<file path="config.mk">
export PLATFORM = sky130hd
export DESIGN_NAME = mt_motion_ctrl
export DESIGN_NICKNAME = d
export VERILOG_FILES = /design/src/rtl/mt_motion_ctrl.sv
export SDC_FILE = /design/constraint.sdc
export NUM_CORES = 1
export LEC_CHECK = 0
export CAP_MARGIN = 20
export CORE_MARGIN = 5
export CORE_UTILIZATION = 60
export CTS_CLUSTER_DIAMETER = 100
export DETAILED_ROUTE_END_ITERATION = 10
export DONT_BUFFER_PORTS = 1
export PLACE_DENSITY = 0.8
export SLEW_MARGIN = 40
export SYNTH_ARGS = -nofsm -noshare
export SYNTH_HDL_FRONTEND = slang
export SYNTH_SLANG_ARGS = --single-unit
</file>
<file path="constraint.sdc">
create_clock -name clk -period 6.8 [get_ports clk]
set_clock_uncertainty 0.05 [all_clocks]
set_input_delay 0.68 -clock clk [delete_from_list [all_inputs] [get_ports clk]]
set_output_delay 0.68 -clock clk [all_outputs]
set_load 0.01 [all_outputs]
</file>
<file path="src/rtl/mt_motion_ctrl.sv">
// Tape drive motion controller: function decode, accel/move/decel sequencing,
// record positioning with BOT/EOT and tape-mark status.
module mt_motion_ctrl #(
   parameter int ACCEL   = 4,
   parameter int DECEL   = 3,
   parameter int RECTIME = 8,
   parameter int EOTPOS  = 2400
) (
   input  logic        clk,
   input  logic        rst,
   input  logic        mtINIT,
   input  logic        mtGO,
   input  logic [4:0]  mtFUN,
   input  logic [15:0] mtFCIN,
   input  logic        mtMOL,
   input  logic        mtWRL,
   input  logic        mtTMREC,
   output logic        mtDRY,
   output logic        mtPIP,
   output logic        mtSDWN,
   output logic        mtBOT,
   output logic        mtEOT,
   output logic        mtTM,
   output logic [15:0] mtFC,
   output logic [15:0] mtPOS,
   output logic        mtILF,
   output logic        mtNEF,
   output logic        mtFCE,
   output logic        mtDONE,
   output logic        mtOFFL
);

   localparam logic [4:0] F_NOP    = 5'd0;
   localparam logic [4:0] F_UNLOAD = 5'd1;
   localparam logic [4:0] F_REWIND = 5'd3;
   localparam logic [4:0] F_DRVCLR = 5'd4;
   localparam logic [4:0] F_ERASE  = 5'd10;
   localparam logic [4:0] F_WRTM   = 5'd11;
   localparam logic [4:0] F_SPCFWD = 5'd12;
   localparam logic [4:0] F_SPCREV = 5'd13;

   localparam logic [15:0] ACC_LAST = 16'(ACCEL - 1);
   localparam logic [15:0] DEC_LAST = 16'(DECEL - 1);
   localparam logic [15:0] REC_LAST = 16'(RECTIME - 1);

   typedef enum logic [2:0] {S_IDLE, S_ACCEL, S_MOVE, S_DECEL, S_DONE} state_t;

   state_t      state_q, state_d;
   logic [4:0]  fun_q, fun_d;
   logic [15:0] cnt_q, cnt_d, pos_q, pos_d, fc_q, fc_d;
   logic        tm_q, tm_d, ilf_q, ilf_d, nef_q, nef_d, fce_q, fce_d, offl_q, offl_d;
   logic [15:0] pos_inc, pos_dec, pos_nxt, fc_inc;
   logic        motion, stop;

   always_comb begin
      state_d = state_q;
      fun_d   = fun_q;
      cnt_d   = cnt_q;
      pos_d   = pos_q;
      fc_d    = fc_q;
      tm_d    = tm_q;
      ilf_d   = ilf_q;
      nef_d   = nef_q;
      fce_d   = fce_q;
      offl_d  = 1'b0;
      pos_inc = (pos_q == 16'hFFFF) ? pos_q : pos_q + 16'd1;
      pos_dec = (pos_q == 16'd0) ? pos_q : pos_q - 16'd1;
      pos_nxt = (fun_q == F_SPCREV) ? pos_dec : pos_inc;
      fc_inc  = fc_q + 16'd1;
      stop    = (fc_inc == 16'd0) || mtTMREC || (fun_q == F_SPCREV && pos_nxt == 16'd0);
      motion  = mtFUN == F_UNLOAD || mtFUN == F_REWIND || mtFUN == F_ERASE ||
                mtFUN == F_WRTM || mtFUN == F_SPCFWD || mtFUN == F_SPCREV;

      if (mtINIT) begin
         state_d = S_IDLE;
         fc_d    = 16'd0;
         tm_d    = 1'b0;
         ilf_d   = 1'b0;
         nef_d   = 1'b0;
         fce_d   = 1'b0;
      end else if ((state_q == S_ACCEL || state_q == S_MOVE || state_q == S_DECEL) && !mtMOL) begin
         // medium dropped mid-operation: position is lost
         state_d = S_DONE;
         pos_d   = 16'd0;
         nef_d   = 1'b1;
      end else begin
         case (state_q)
            S_IDLE: if (mtGO && !mtFUN[4] && mtFUN != F_NOP) begin
               if (mtFUN == F_DRVCLR) begin
                  tm_d  = 1'b0;
                  ilf_d = 1'b0;
                  nef_d = 1'b0;
                  fce_d = 1'b0;
               end else if (!motion) begin
                  ilf_d   = 1'b1;
                  state_d = S_DONE;
               end else if (!mtMOL || (mtWRL && (mtFUN == F_ERASE || mtFUN == F_WRTM))) begin
                  nef_d   = 1'b1;
                  state_d = S_DONE;
               end else if (mtFUN == F_SPCREV && pos_q == 16'd0) begin
                  state_d = S_DONE;
               end else begin
                  fun_d   = mtFUN;
                  tm_d    = 1'b0;
                  cnt_d   = 16'd0;
                  state_d = S_ACCEL;
                  if (mtFUN == F_SPCFWD || mtFUN == F_SPCREV) fc_d = mtFCIN;
               end
            end
            S_ACCEL: begin
               cnt_d = cnt_q + 16'd1;
               if (cnt_q == ACC_LAST) begin
                  cnt_d   = 16'd0;
                  state_d = S_MOVE;
               end
            end
            S_MOVE: begin
               cnt_d = cnt_q + 16'd1;
               case (fun_q)
                  F_UNLOAD, F_REWIND: begin
                     pos_d = pos_dec;
                     if (pos_q <= 16'd1) begin
                        cnt_d   = 16'd0;
                        state_d = S_DECEL;
                     end
                  end
                  F_ERASE, F_WRTM: if (cnt_q == REC_LAST) begin
                     pos_d   = pos_inc;
                     tm_d    = tm_q | (fun_q == F_WRTM);
                     cnt_d   = 16'd0;
                     state_d = S_DECEL;
                  end
                  default: if (cnt_q == REC_LAST) begin
                     // record boundary: advance, then decide whether to stop
                     cnt_d = 16'd0;
                     pos_d = pos_nxt;
                     fc_d  = fc_inc;
                     tm_d  = tm_q | mtTMREC;
                     if (stop) state_d = S_DECEL;
                     if (fun_q == F_SPCREV && pos_nxt == 16'd0 && fc_inc != 16'd0) fce_d = 1'b1;
                  end
               endcase
            end
            S_DECEL: begin
               cnt_d = cnt_q + 16'd1;
               if (cnt_q == DEC_LAST) begin
                  state_d = S_DONE;
                  offl_d  = (fun_q == F_UNLOAD);
               end
            end
            default: state_d = S_IDLE;
         endcase
      end
   end

   always_ff @(posedge clk) begin
      if (rst) begin
         state_q <= S_IDLE;
         fun_q   <= F_NOP;
         cnt_q   <= 16'd0;
         pos_q   <= 16'd0;
         fc_q    <= 16'd0;
         tm_q    <= 1'b0;
         ilf_q   <= 1'b0;
         nef_q   <= 1'b0;
         fce_q   <= 1'b0;
         offl_q  <= 1'b0;
      end else begin
         state_q <= state_d;
         fun_q   <= fun_d;
         cnt_q   <= cnt_d;
         pos_q   <= pos_d;
         fc_q    <= fc_d;
         tm_q    <= tm_d;
         ilf_q   <= ilf_d;
         nef_q   <= nef_d;
         fce_q   <= fce_d;
         offl_q  <= offl_d;
      end
   end

   assign mtDRY  = (state_q == S_IDLE);
   assign mtSDWN = (state_q == S_DECEL);
   assign mtPIP  = (state_q == S_ACCEL || state_q == S_MOVE || state_q == S_DECEL) &&
                   (fun_q == F_UNLOAD || fun_q == F_REWIND);
   assign mtDONE = (state_q == S_DONE);
   assign mtOFFL = offl_q;
   assign mtBOT  = mtMOL & (pos_q == 16'd0);
   assign mtEOT  = mtMOL & (pos_q >= 16'(EOTPOS));
   assign mtTM   = tm_q;
   assign mtFC   = fc_q;
   assign mtPOS  = pos_q;
   assign mtILF  = ilf_q;
   assign mtNEF  = nef_q;
   assign mtFCE  = fce_q;

endmodule

</file>
==> key figures, run 1 <==
Floorplan
  • Initial Util: roughly three fifths
  • Die H: 97.72 µm
  • Total I/O pin count: 71
  • Core Area: between 7000 and 8000 µm²
  • Chip width: 97.72 µm
  • Site row count: 32
  • DIE AREA: 9549 µm²

Place
  • Worst setup slack after placement: 2.895 ns
  • Post-DP Area: 4617 µm²
  • GPL Wtd Cong: 0.9949
  • Number of I/O port buffers: 0
  • Post-DP HPWL: about 9800 µm

STA
  • Final setup violation count: 0
  • Fin Hold WS: 0.3551 ns
  • RSZ-0062 raised after global routing: false
  • Tmin final: between 3 and 4 ns
  • Maximum clock rate: 270.6 MHz
  • Final WS setup: 3.104 ns
  • Slew Viols, Final: 0
  • Fin Setup TNS: 0 ns
  • Max_slew headroom: 46.87%
  • Worst-Margin Slew: just under 0.8 ns
  • Final period utilization: a little over half
  • Hold Vio Cnt, Final: 0

Finish
  • Final Instance Area: 4841 µm²
  • Fraction of layout cells with a size suffix above 1: 6.940%
  • Final net count: 663
  • Most frequent cells in the layout: nor2_1 (105), nand2_1 (62), dfxtp_1 (61)
  • Antenna Cells: 0
  • Area growth from synthesis to layout: 4.851%
  • Commonest non-fill, non-tap cell in the layout: nor2_1

Synth
  • Synth top area share: 26.45%
  • Mapped Area: 4617 µm²
  • Register area share after synthesis: 26.45%
  • Ys async rst share: 0%
  • Syn_area_per_cell: 7.049 µm²
  • Leading area contributor after synthesis: dfxtp_1
  • Ys flop type: dfxtp_1
  • Area contributors post-synth: dfxtp_1 (26%), nor2_1 (8.5%), nand2_1 (5.0%)
  • Mapped Cells: 655
  • Unique masters post-synth: 64
  • Synth warnings: 0
  • Post-synth EDFFs: 0
  • FF+latch count, synth: 61
  • Syn Nets: 689

Global route
  • All-Layer GR Usage: 27.84%
  • Initial antenna violation count: 0
  • First-pass GRT wire length: around 22000 µm
  • Vias in the first global route: 4505
  • Largest net degree at the start of global routing: 41
  • GRT overflow: 0

Setup path
  • Crit Path Class: reg -> reg
  • FF-to-FF End: state_q[1]
  • R2R cell count: 10
  • CP max stage cell: nor4_4
  • Crit end category: flip-flop
  • Crit path launch type: flip-flop
  • Crit path largest cell delay: 0.71 ns
  • CP delay by family, top: simple AND/OR/NAND/NOR gates
  • FF-to-FF setup slack: slightly above 3 ns
  • CP Launch Point: mtPOS[0]
  • Critical path buffers and inverters: 0
  • Crit. path cell count: 10
  • CP Capture Point: state_q[1]
  • Reg2reg start: mtPOS[0]
  • Crit-path cells: ha_1, nand3_1, nor4_4, nor4_1, or3_1, a222oi_1, and4_1, a21o_1, nand4_1, a311oi_1
  • Crit Path Max Fanout: 10
  • Required time worst endpoint: 7.01 ns
  • Worst EP arrival: around 4 ns

Clock network
  • Root Driver: clkbuf_8
  • CTS max path bufs: 2
  • Setup Buffers After CTS: 0
  • # hold bufs at CTS: 0
  • # clock sinks: 61
  • Clk slew on worst S/H paths: 0.07 ns
  • Num CTS Buffers: 9
  • Clock Latency Late Sink: 0.34 ns
  • H-tree Lvls: 3
  • Post_cts resized: 0
  • CTS tree: yes

Power
  • P per Cell Area: 148.3 nW/µm²
  • Max rail drop VDD: 0.09046 mV
  • Static leakage: 1.661 nW

Detailed routing
  • WL/cell: 18.53 µm
  • Total wire length: 13640 µm
  • Vias/cell: 6.731
  • DRT Pass-1 Iters: 7
  • Via count: between 4000 and 5000
  • Drt initial violations: 407
  • DRC: 0
  • Post-route ant nets: 0

Job
  • Max-cap violations: 0

Worst hold path
  • Worst min path class: in -> reg
  • Hold path startpoint: rst

Status
  • Outcome: finished clean
==> worst register-to-register path: stages, from the launching register on <==
cell	delay, ns
dfxtp_1	0.53
ha_1	0.32
nand3_1	0.29
nor4_4	0.71
nor4_1	0.15
or3_1	0.41
a222oi_1	0.34
and4_1	0.31
a21o_1	0.16
nand4_1	0.09
a311oi_1	0.25
==> logic make-up after synthesis <==
logic type	synth area share, %
adders and majority gates	1.626
DFF	26.45
muxes	2.249
xor gates and xnor gates	5.122
buffers and inverters	5.257
and+or+nand+nor	34.72
AOI/OAI and AO/OA	24.58
==> flip-flops by register name (all words and copies together) (netlist names) <==
| register | cells |
|---|---|
| state_q | 3 |
| mtFC | 16 |
| mtPOS | 16 |
| mtILF | 1 |
| fun_q | 5 |
| cnt_q | 16 |
| mtFCE | 1 |
| mtOFFL | 1 |
| mtNEF | 1 |
| mtTM | 1 |
==> metrics by stage <==
stage	std cells	utilization, %	power (mW)
global route	736	63.63	0.7475
CTS	734	63.31	0.7247
global placement	718	60.44	0.3959
floorplan	655	-	0.3919
finish	736	63.63	0.7179
detailed placement	718	60.69	0.3966
==> area by class of cell <==
cell class	instances	area, µm²
Fill cell	696	2766
Multi-Input combinational cell	536	3191
Tap cell	102	127.6
Inverter	14	52.55
Sequential cell	61	1221
Clock inverter	7	75.07
Timing Repair Buffer	7	50.05
Clock buffer	9	123.9
==> report_power, final <==
group          internal (mW)  total, mW  leakage, nW  switching, mW
clock network          0.171      0.329        0.104          0.158
registers              0.358      0.360        0.491        0.00174
logic                 0.0109     0.0296         1.07         0.0188
total                  0.540      0.718         1.66          0.178
==> routing by layer <==
metal | GRT usage, % | wire length [µm] | up-vias
met5 | 2.051 | 0 | -
met3 | 8.327 | 1531 | 39
li1 | - | - | 2366
met1 | 38.00 | 5946 | 2265
met4 | 12.67 | 415 | 0
met2 | 40.17 | 5745 | 284
==> synthesized netlist by cell type, drive strengths merged (14+ instances only) <==
cell / instances
a21oi: 39
a22oi: 22
clkbuf: 36
dfxtp: 61
inv: 14
nand2: 62
nand3: 34
nand4: 14
nor2: 105
nor3: 28
nor4: 20
o21ai: 40
or3: 15
xor2: 15
==> worst min-delay path by stage <==
stage	to	slack, ns	cells past startpoint
detailed placement	mtOFFL	0.47	1
finish	mtPOS[0]	0.36	1
floorplan	mtOFFL	0.40	1
global placement	mtOFFL	0.46	1
CTS	mtPOS[0]	0.34	1
global route	fun_q[2]	0.33	1
Power figures use the tool's default switching activity.
==> run 2: changes to the inputs <==
clock period = 3.9 ns   (was 6.8 ns; I/O delays follow)
==> key figures, run 2 (synthesized netlist as in run 1, its figures left out) <==
Finish
  • Area growth from synthesis to layout: 8.049% (was 4.851%)
  • Antenna Cells: 0 (unchanged)
  • Final Instance Area: 4989 µm² (was 4841 µm²)
  • Multi-input logic area: 3172 µm² (was 3191 µm²)
  • Final net count: 681 (was 663)
  • Fin cells: 754 (was 736)
  • Number of fill cells in the layout: 664 (was 696)
  • Most frequent cells in the layout: nor2_1 (104), nand2_1 (62), dfxtp_1 (61) (was nor2_1 (105), nand2_1 (62), dfxtp_1 (61))
  • Fraction of layout cells with a size suffix above 1: 9.202% (was 6.940%)
  • Register area: 1221 µm² (unchanged)
  • Commonest non-fill, non-tap cell in the layout: nor2_1 (unchanged)

Setup path
  • CP delay by family, top: compound AO/OA/AOI/OAI gates (was simple AND/OR/NAND/NOR gates)
  • Required time worst endpoint: 4.07 ns (was 7.01 ns)
  • Critical path buffers and inverters: 4 (was 0)
  • Worst EP arrival: 3.64 ns (was 3.90 ns)
  • Crit path launch type: flip-flop (unchanged)
  • FF-to-FF setup slack: 0.43 ns (was 3.10 ns)
  • Crit Path Class: reg -> reg (unchanged)
  • Crit end category: flip-flop (unchanged)
  • Most used cell, CP: inv_1
  • Crit path largest cell delay: 0.68 ns (was 0.71 ns)
  • Crit Path Max Fanout: 32 (was 10)
  • CP max stage cell: a311oi_1 (was nor4_4)
  • Crit-path cells: inv_1, ha_1, or3b_2, nor4_4, buf_4, a311oi_1, inv_1, a2111oi_2, buf_12, a21bo_2, a22oi_1, nor2_1 (was ha_1, nand3_1, nor4_4, nor4_1, or3_1, a222oi_1, and4_1, a21o_1, nand4_1, a311oi_1)

Detailed routing
  • Post-route ant nets: 0 (unchanged)
  • WL/cell: 18.44 µm (was 18.53 µm)
  • DRT Pass-1 Iters: 5 (was 7)
  • Vias/cell: 6.719 (was 6.731)
  • Drt initial violations: 487 (was 407)
  • Total wire length: 13910 µm (was 13640 µm)
  • Via count: 5066 (was 4954)
  • DRC: 0 (unchanged)

STA
  • Max_slew headroom: 46.67% (was 46.87%)
  • RSZ-0062 raised after global routing: false (unchanged)
  • Final period utilization: 89.00% (was 54.35%)
  • Maximum clock rate: 288.1 MHz (was 270.6 MHz)
  • Final setup violation count: 0 (unchanged)
  • Fin Hold WS: 0.06411 ns (was 0.3551 ns)
  • Tmin final: 3.471 ns (was 3.696 ns)
  • Hold Vio Cnt, Final: 0 (unchanged)
  • Slew Viols, Final: 0 (unchanged)
  • Fin Setup TNS: 0 ns (unchanged)
  • Worst-Margin Slew: 0.7926 ns (was 0.7941 ns)
  • Final WS setup: 0.4290 ns (was 3.104 ns)

Place
  • Post-DP Area: 4771 µm² (was 4617 µm²)
  • GPL Wtd Cong: 1.009 (was 0.9949)
  • Placed Instances: 738 (was 718)
  • Worst setup slack after placement: 0.5019 ns (was 2.895 ns)
  • Number of I/O port buffers: 0 (unchanged)
  • Post-DP HPWL: 10120 µm (was 9813 µm)

Global route
  • First-pass GRT wire length: 22500 µm (was 22180 µm)
  • Largest net degree at the start of global routing: 42 (was 41)
  • GRT overflow: 0 (unchanged)
  • Vias in the first global route: 4611 (was 4505)
  • All-Layer GR Usage: 28.07% (was 27.84%)
  • Initial antenna violation count: 0 (unchanged)

Clock network
  • CTS max path bufs: 2 (unchanged)
  • Clk slew on worst S/H paths: 0.07 ns (about the same)
  • Clock Latency Late Sink: 0.35 ns (was 0.34 ns)
  • Root Driver: clkbuf_8 (unchanged)
  • H-tree Lvls: 3 (unchanged)
  • Setup Buffers After CTS: 0 (unchanged)
  • CTS tree: yes (unchanged)
  • # hold bufs at CTS: 0 (unchanged)
  • Num CTS Buffers: 9 (unchanged)
  • # clock sinks: 61 (unchanged)
  • Post_cts resized: 0 (unchanged)

Floorplan
  • Initial Util: 60.69% (unchanged)
  • Chip width: 97.72 µm (unchanged)
  • Site row count: 32 (unchanged)
  • DIE AREA: 9549 µm² (unchanged)
  • Die H: 97.72 µm (unchanged)
  • Core Area: 7607 µm² (unchanged)
  • Total I/O pin count: 71 (unchanged)

Status
  • Outcome: finished clean (unchanged)

Worst hold path
  • Worst min path class: in -> reg (unchanged)

Power
  • Static leakage: 1.740 nW (was 1.661 nW)
  • Max rail drop VDD: 0.2048 mV (was 0.09046 mV)
  • P per Cell Area: 260.9 nW/µm² (was 148.3 nW/µm²)

Job
  • Max-cap violations: 0 (unchanged)
==> run 2: metrics by stage <==
step	total power [mW]	utilization, %
floorplan	0.6834	-
global placement	0.6911	62.58
detailed placement	0.6921	62.71
CTS	1.309	65.54
global route	1.351	65.58
finish	1.301	65.58
==> run 2: path summary, 6_finish.rpt <==
kind | from | end | cells past startpoint
setup / recovery | mtPOS[1] | mtFC[9] | 12
hold / removal | rst | cnt_q[1] | 1
setup reg to reg | mtPOS[1] | mtFC[9] | 12
hold reg to reg | mtFCE | mtFCE | 2
==> run 2: final cells by class <==
| cell class | count | share of cell area [%] |
|---|---|---|
| repair buffers | 25 | 4.013 |
| flip-flops and latches | 61 | 24.48 |
| clock buffers | 10 | 2.558 |
| clock inverters | 6 | 1.756 |
| inverters | 14 | 1.053 |
| well taps | 102 | 2.558 |
| multi-input cells | 536 | 63.58 |
==> run 2: per-layer routing <==
| metal | wire length, µm | track usage (%) | up-vias | share of wire (%) |
|---|---|---|---|---|
| met3 | 1611 | 8.543 | 28 | 12 |
| met1 | 6039 | 38.35 | 2345 | 43 |
| met5 | 0 | 0 | - | 0 |
| li1 | - | - | 2404 | - |
| met2 | 5951 | 41.70 | 289 | 43 |
| met4 | 303 | 10.44 | 0 | 2.2 |
==> run 2: power breakdown <==
part / switching (mW) / internal [mW] / total (mW) / leakage (nW)
logic: 0.0328 / 0.0190 / 0.0518 / 1.15
registers: 0.00296 / 0.624 / 0.627 / 0.491
clock network: 0.264 / 0.359 / 0.622 / 0.0985
==> run 3: changes to the inputs <==
PLACE_DENSITY = 0.76   (was 0.8)
TNS_END_PERCENT = 5   (was default)
==> key figures, run 3 (synthesized netlist as in run 1, its figures left out) <==
Finish
  • Fin cells: 757 (was 754)
  • Antenna Cells: 0 (unchanged)
  • Area growth from synthesis to layout: 7.778% (was 8.049%)
  • Register area: 1221 µm² (unchanged)
  • Final net count: 684 (was 681)
  • Fraction of layout cells with a size suffix above 1: 9.618% (was 9.202%)
  • Post-layout util: 65.41% (was 65.58%)
  • Number of fill cells in the layout: 714 (was 664)
  • Commonest non-fill, non-tap cell in the layout: nor2_1 (unchanged)
  • Most frequent cells in the layout: nor2_1 (105), nand2_1 (62), dfxtp_1 (61) (was nor2_1 (104), nand2_1 (62), dfxtp_1 (61))
  • Multi-input logic area: 3169 µm² (was 3172 µm²)

Power
  • P per Cell Area: 245.0 nW/µm² (was 260.9 nW/µm²)
  • Sw power: 0.3229 mW (was 0.2995 mW)
  • P_int: 0.8961 mW (was 1.002 mW)
  • Static leakage: 1.753 nW (was 1.740 nW)
  • Clock share of power: 44.3% (was 47.8%)
  • Sequential power share: 51.4% (was 48.2%)
  • Sw Ratio: 26.49% (was 23.01%)
  • Power, Total: 1.219 mW (was 1.301 mW)
  • Max rail drop VDD: 0.1886 mV (was 0.2048 mV)
  • Comb power frac: 4.3% (was 4.0%)

Clock network
  • # hold bufs at CTS: 0 (unchanged)
  • Num CTS Buffers: 9 (unchanged)
  • Setup Buffers After CTS: 0 (unchanged)
  • Post_cts resized: 0 (unchanged)
  • # clock sinks: 61 (unchanged)
  • CTS max path bufs: 2 (unchanged)
  • CTS tree: yes (unchanged)
  • Root Driver: clkbuf_8 (unchanged)
  • H-tree Lvls: 3 (unchanged)
  • Clock Latency Late Sink: 0.35 ns (about the same)
  • Clk slew on worst S/H paths: 0.08 ns (was 0.07 ns)

Detailed routing
  • Via count: 5055 (was 5066)
  • DRC: 0 (unchanged)
  • WL/cell: 18.34 µm (was 18.44 µm)
  • Drt initial violations: 474 (was 487)
  • Vias/cell: 6.678 (was 6.719)
  • Total wire length: 13880 µm (was 13910 µm)
  • DRT Pass-1 Iters: 5 (unchanged)
  • Post-route ant nets: 0 (unchanged)

Place
  • Placed Instances: 738 (unchanged)
  • Post-DP HPWL: 10040 µm (was 10120 µm)
  • GPL Wtd Cong: 0.9916 (was 1.009)
  • Number of I/O port buffers: 0 (unchanged)

Worst hold path
  • Worst min path class: in -> reg (unchanged)

Floorplan
  • Die H: 97.72 µm (unchanged)
  • DIE AREA: 9549 µm² (unchanged)
  • Initial Util: 60.69% (unchanged)
  • Total I/O pin count: 71 (unchanged)
  • Site row count: 32 (unchanged)
  • Chip width: 97.72 µm (unchanged)
  • Core Area: 7607 µm² (unchanged)

Setup path
  • Worst EP arrival: 3.62 ns (was 3.64 ns)
  • Crit path launch type: flip-flop (unchanged)
  • Crit end category: flip-flop (unchanged)
  • Crit Path Class: reg -> reg (unchanged)
  • Crit Path Max Fanout: 32 (unchanged)
  • Required time worst endpoint: 4.08 ns (was 4.07 ns)

STA
  • Tmin final: 3.444 ns (was 3.471 ns)
  • Fin Setup TNS: 0 ns (unchanged)
  • Final setup violation count: 0 (unchanged)
  • Slew Viols, Final: 0 (unchanged)
  • Maximum clock rate: 290.4 MHz (was 288.1 MHz)
  • Final period utilization: 88.30% (was 89.00%)
  • Hold Vio Cnt, Final: 0 (unchanged)
  • RSZ-0062 raised after global routing: false (unchanged)
  • Worst-Margin Slew: 0.8198 ns (was 0.7926 ns)
  • Max_slew headroom: 45.15% (was 46.67%)
  • Fin Hold WS: 0.05124 ns (was 0.06411 ns)

Global route
  • Initial antenna violation count: 0 (unchanged)
  • First-pass GRT wire length: 22800 µm (was 22500 µm)
  • Vias in the first global route: 4611 (unchanged)
  • GRT overflow: 0 (unchanged)
  • Largest net degree at the start of global routing: 41 (was 42)
  • All-Layer GR Usage: 28.38% (was 28.07%)

Job
  • Max-cap violations: 0 (unchanged)

Status
  • Outcome: finished clean (unchanged)
-- run 3: per-stage QoR --
| step | cell area, µm² | setup WS [ns] |
|---|---|---|
| 3_3_place_gp | 4761 | 0.3570 |
| 2_1_floorplan | 4617 | 0.6994 |
| 5_1_grt | 4976 | 0.2183 |
| 4_1_cts | 4947 | 0.2569 |
| 6_report | 4976 | 0.4565 |
| 3_5_place_dp | 4765 | 0.2829 |
-- run 3: path summary, 6_finish.rpt --
kind                                from        to  slack, ns  cells after the start
worst min-delay path                 rst  mtPOS[2]       0.05                      1
worst min register to register     mtFCE     mtFCE       0.48                      2
worst max-delay path            mtPOS[0]  mtFC[15]       0.46                     13
worst max register to register  mtPOS[0]  mtFC[15]       0.46                     13
-- run 3: layout make-up --
class / count / share of cell area, %
Clock buffer: 10 / 2.766
Tap cell: 102 / 2.565
Clock inverter: 6 / 0.9052
Sequential cell: 61 / 24.54
Inverter: 14 / 1.056
Multi-Input combinational cell: 536 / 63.69
Timing Repair Buffer: 28 / 4.476
-- run 3: routing by layer --
layer  wire length, µm  track usage (%)  part of all wire, %  up-vias
met2              6193            44.23                   45      245
met3              1360            7.609                  9.8       31
met4               312            10.22                  2.2        0
met1              6014            37.77                   43     2367
met5                 0                0                    0        -
li1                  -                -                    -     2412
-- run 3: critical path, cell delays in order, from the launching register on --
cell and delay [ns]:
dfxtp_1 0.33, inv_1 0.06, ha_1 0.24, or3b_2 0.31, nor4_4 0.09, buf_4 0.18
buf_4 0.14, a311oi_1 0.54, inv_1 0.15, a2111oi_2 0.58, buf_12 0.24, a21bo_2 0.23
a22oi_1 0.14, nor2_1 0.05
-- run 3: power by group through the flow --
stage	logic (mW)	clock network (mW)	registers [mW]
after global placement	0.0498	0	0.641
final	0.0521	0.540	0.627
after detailed placement	0.0507	0	0.641
after floorplan	0.0432	0	0.640
after global routing	0.0574	0.581	0.627
after CTS	0.0509	0.550	0.627
